==> config.mk <==
export PLATFORM = sky130hd
export DESIGN_NAME = lin_frame_deserializer
export DESIGN_NICKNAME = d
export VERILOG_FILES = /design/src/rtl/lin_frame_deserializer.sv
export SDC_FILE = /design/constraint.sdc
export NUM_CORES = 1
export LEC_CHECK = 0
export CAP_MARGIN = 10
export CORE_ASPECT_RATIO = 2
export CORE_MARGIN = 8
export CORE_UTILIZATION = 45
export CTS_BUF_LIST = sky130_fd_sc_hd__clkbuf_4
export CTS_CLUSTER_DIAMETER = 100
export DETAILED_ROUTE_END_ITERATION = 16
export HOLD_SLACK_MARGIN = 0.06
export PLACE_DENSITY = 0.71
export SYNTH_ARGS = -nofsm -noshare
export SYNTH_HDL_FRONTEND = slang
export SYNTH_SLANG_ARGS = --single-unit
==> constraint.sdc <==
create_clock -name clk -period 2.1 [get_ports clk]
set_input_delay 0.21 -clock clk [delete_from_list [all_inputs] [get_ports clk]]
set_output_delay 0.21 -clock clk [all_outputs]
set_load 0.01 [all_outputs]
==> src/rtl/lin_frame_deserializer.sv <==
// rtl/lin_frame_deserializer.sv - framed MSB-first serial to 21-bit word deserializer with one-hot channel strobes
module lin_frame_deserializer #(
  parameter int NUM_CH = 32,
  parameter int WIDTH  = 21
) (
  input  logic              clk,
  input  logic              GlobalReset,
  input  logic              FrameStart,
  input  logic              InStrobe,
  input  logic              SerIn,
  output logic [NUM_CH-1:0] enable,
  output logic [WIDTH-1:0]  x_lin,
  output logic              FrameDone,
  output logic              FrameErr
);

  localparam int CH_W  = $clog2(NUM_CH);
  localparam int CNT_W = $clog2(WIDTH);

  typedef enum logic {
    ST_IDLE  = 1'b0,
    ST_SHIFT = 1'b1
  } state_t;

  state_t              r_state;
  logic [CNT_W-1:0]    r_bit_cnt;
  logic [CH_W-1:0]     r_ch;
  logic [WIDTH-1:0]    r_sreg;
  logic [NUM_CH-1:0]   r_enable;
  logic [WIDTH-1:0]    r_x_lin;
  logic                r_frame_done;
  logic                r_frame_err;

  logic [WIDTH-1:0]    w_shift;
  logic                w_last_bit;
  logic                w_last_ch;
  logic                w_mid_frame;
  logic [NUM_CH-1:0]   w_onehot;
  logic [CNT_W-1:0]    w_restart_cnt;

  assign w_shift       = {r_sreg[WIDTH-2:0], SerIn};
  assign w_last_bit    = (r_bit_cnt == CNT_W'(WIDTH - 1));
  assign w_last_ch     = (r_ch == CH_W'(NUM_CH - 1));
  assign w_mid_frame   = (r_ch != '0) || (r_bit_cnt != '0);
  assign w_onehot      = {{(NUM_CH-1){1'b0}}, 1'b1} << r_ch;
  // A strobe coincident with FrameStart is the first bit of the new frame.
  assign w_restart_cnt = InStrobe ? CNT_W'(1) : '0;

  // Frame FSM: shifts bits, issues one-hot strobes on word completion, flags aborted frames.
  always_ff @(posedge clk) begin
    if (!GlobalReset) begin
      r_state      <= ST_IDLE;
      r_bit_cnt    <= '0;
      r_ch         <= '0;
      r_sreg       <= '0;
      r_enable     <= '0;
      r_x_lin      <= '0;
      r_frame_done <= 1'b0;
      r_frame_err  <= 1'b0;
    end else begin
      r_enable     <= '0;
      r_frame_done <= 1'b0;
      r_frame_err  <= 1'b0;
      case (r_state)
        ST_IDLE: begin
          if (FrameStart) begin
            r_state   <= ST_SHIFT;
            r_ch      <= '0;
            r_bit_cnt <= w_restart_cnt;
            if (InStrobe) r_sreg <= w_shift;
          end
        end
        ST_SHIFT: begin
          if (FrameStart) begin
            // Restart wins over any pending completion; the partial word is dropped.
            r_frame_err <= w_mid_frame;
            r_ch        <= '0;
            r_bit_cnt   <= w_restart_cnt;
            if (InStrobe) r_sreg <= w_shift;
          end else if (InStrobe) begin
            r_sreg <= w_shift;
            if (w_last_bit) begin
              r_x_lin   <= w_shift;
              r_enable  <= w_onehot;
              r_bit_cnt <= '0;
              if (w_last_ch) begin
                r_frame_done <= 1'b1;
                r_ch         <= '0;
                r_state      <= ST_IDLE;
              end else begin
                r_ch <= r_ch + CH_W'(1);
              end
            end else begin
              r_bit_cnt <= r_bit_cnt + CNT_W'(1);
            end
          end
        end
        default: r_state <= ST_IDLE;
      endcase
    end
  end

  assign enable    = r_enable;
  assign x_lin     = r_x_lin;
  assign FrameDone = r_frame_done;
  assign FrameErr  = r_frame_err;

endmodule
==> results by group <==
Synthesis
  – Synthesized flop and latch total: 86
  – Share of synthesized registers carrying an async set or reset: 0%
  – Post-synth cell types: 37
  – Dominant cells by area after synthesis: dfxtp_1 54%, nand2_1 11%, mux2i_1 6.6%
  – Post-synthesis net count: 365
  – Synth warnings: 0
  – Gate Count Post-Synth: 351
  – Largest area contributor in the netlist: dfxtp_1
  – Primary FF master, synth: dfxtp_1
  – Post-Syn Area: 3160 um2
  – Post-synth top area share: 54.4%
  – Average cell area after synthesis: 9.02 um2
  – Sequential share of the synthesized area: 54.4%
  – Post-synth EDFFs: 0

Timing
  – Setup violations, final: 0
  – Final-report hold violation count: 0
  – Fin worst setup slack: 0.266 ns
  – RSZ-0062 raised after global routing: no
  – Slew Viols, Final: 0
  – Min Tclk post-route: 1.83 ns
  – Skew final: 0.0139 ns
  – Slew @ Worst Pin: 0.630 ns
  – Relative slew slack: 57.9%
  – Fmax: 545 MHz
  – Setup TNS: 0 ns
  – Tcrit/Tclk final: 87.3%

Clock tree
  – Clock Path Buffers: 2
  – Clk root buf: clkbuf_4
  – Sink Count: 86
  – # resized after CTS: 0
  – Num CTS Buffers: 9
  – Post-CTS Hold Buffers: 0
  – Clk slew on worst S/H paths: 0.12 ns
  – Worst-Skew Late Latency: 0.44 ns
  – H-tree depth: 3
  – CTS tree: built
  – Post-CTS setup buffers: 0

Route
  – Iter 0 DRT Violations: 169
  – Antenna-violating nets left: 0
  – Total Routed Length: 6680 um
  – Vias: 2534
  – TritonRoute pass-1 iters: 4
  – DRC violations left: 0
  – Avg WL per Cell: 13.4 um
  – Vias per Instance: 5.08

Final layout
  – Layout Nets: 418
  – Share of layout cells above drive strength 1: 7.33%
  – Diodes inserted: 0
  – Area grow syn2layout: 26.4%
  – Layout Utilization: 58.1%
  – Commonest cells after routing, fill and taps aside: 94 x nand2_1, 86 x dfxtp_1, 59 x clkdlybuf4s50_1, 27 x a21oi_1, 23 x nor2_1
  – Commonest non-fill, non-tap cell in the layout: nand2_1
  – Fin cells: 499

Worst setup path
  – Crit-path max FO: 6
  – Worst path cell trace: ha_1 > and3_1 > ha_1 > or4_1 > a21oi_1
  – Most common cell on crit path: ha_1
  – Critical Path Source Type: flop
  – Max stage delay on crit path: 0.53 ns
  – Arrival @ worst endpoint: 2.19 ns
  – Crit-path slowest cell: or4_1
  – Worst Setup Path Type: reg -> reg
  – Crit end category: flop
  – Critical Path RT: 2.46 ns

Global routing
  – Vias in the first global route: 2501
  – GRT overflow: 0
  – First-pass GRT wire length: 10900 um
  – Largest net degree at the start of global routing: 28
  – All-layer global routing usage: 14.0%
  – Initial antenna violation count: 0

Power and ir drop
  – Maximum vdd drop: 0.471 mV
  – Clock Power Share: 39.8%
  – P_int: 2.28 mW
  – Combinational share of power: 3.1%
  – Sequential power share: 57.2%
  – Tot Pwr: 2.87 mW
  – Sw frac: 20.4%
  – Lkg Pwr: 1.39 nW
  – NetSw: 0.587 mW
  – Power per standard cell area: 718 nW/um2

Placement
  – GPL Wtd Cong: 0.800
  – Setup WS pre-CTS: 0.210 ns
  – Placed cells: 483
  – IO Port Bufs: 59
  – DPL Wire Length: 4970 um

Floorplanning
  – Total core area: 6890 um2
  – Full die area: 10100 um2
  – Die extent in x: 75.3 um
  – I/O Pins: 60
  – Initial core utilization: 45.9%
  – Die Ht: 135 um
  – Row count: 43

Run
  – Number of max-cap violations: 0

Hold path
  – Hold Path Class: in -> reg

Run status
  – Status: complete, no violations
[cells in the mapped netlist (2+ instances only)]
| master | n |
|---|---|
| buf_2 | 5 |
| ha_1 | 9 |
| nor4b_1 | 2 |
| or4_1 | 4 |
| clkbuf_1 | 15 |
| mux2i_1 | 21 |
| nand4_1 | 5 |
| nand2_1 | 94 |
| and3_1 | 2 |
| nor2_2 | 6 |
| dfxtp_1 | 86 |
| nor2_1 | 23 |
| a31oi_1 | 3 |
| nor3_1 | 5 |
| a21oi_1 | 27 |
| inv_1 | 7 |
| nand2b_1 | 2 |
| buf_6 | 3 |
| o21ai_0 | 6 |
| nand3_1 | 9 |
[sequential cells by signal (all words and copies together), names as in the netlist]
name,flops
FrameDone,1
FrameErr,1
enable,32
r_bit_cnt,5
r_ch,5
r_sreg,20
r_state,1
x_lin,21
[layout make-up]
| class | count | area [um2] |
|---|---|---|
| Fill cell | 652 | 2890 |
| Sequential cell | 86 | 1720 |
| Multi-Input combinational cell | 234 | 1300 |
| Timing Repair Buffer | 66 | 656 |
| Tap cell | 90 | 113 |
| Clock inverter | 5 | 97.6 |
| Clock buffer | 11 | 82.6 |
| Inverter | 7 | 26.3 |
[cells by family after synthesis]
kind of cell / synth area share [%]
muxes: 6.64
and+or+nand+nor: 23.3
buffers and inverters: 4.59
adders and majority gates: 3.56
DFF: 54.4
AOI/OAI and AO/OA: 7.55
[path summary, 6_finish.rpt]
| check | start | to | slack, ns | cells past startpoint |
|---|---|---|---|---|
| setup / recovery | r_ch[0]$_SDFFE_PN0P_ | r_ch[2]$_SDFFE_PN0P_ | 0.27 | 5 |
| hold / removal | SerIn | r_sreg[0]$_SDFFE_PN0P_ | 0.34 | 3 |
| setup reg to reg | r_ch[0]$_SDFFE_PN0P_ | r_ch[2]$_SDFFE_PN0P_ | 0.27 | 5 |
| hold reg to reg | x_lin[5]$_SDFFE_PN0P_ | x_lin[5]$_SDFFE_PN0P_ | 0.47 | 2 |
[stage by stage]
stage,hold WS [ns],area (um2)
finish,0.342,4000
global route,0.363,4000
CTS,0.324,4000
detailed placement,0.451,3820
global placement,0.444,3820
floorplan,0.346,3160
[layer usage]
layer  wire, um  vias to the layer above  part of all wire (%)  track usage, %
met5          0                        -                     0               0
met4        272                        0                   4.1            10.1
met3        367                       21                   5.5            4.09
met2       3580                       59                    54            24.7
met1       2460                     1188                    37            12.7
li1           -                     1266                     -               -
[power by group through the flow]
stage                     Combinational (mW)  Clock, mW  Sequential [mW]
after floorplan                       0.0592          0             1.68
after global placement                0.0864          0             1.68
after detailed placement              0.0887          0             1.68
after CTS                             0.0890       1.17             1.64
after global routing                  0.0982       1.24             1.64
final                                 0.0876       1.14             1.64
[worst max-delay path: cells and delay by family (launching register included)]
| family | cells | cell delay (ns) |
|---|---|---|
| AOI/OAI and AO/OA | 1 | 0.15 |
| adders and majority gates | 2 | 0.50 |
| DFF | 1 | 0.38 |
| and+or+nand+nor | 2 | 0.73 |
(Power assumes the default switching activity.)
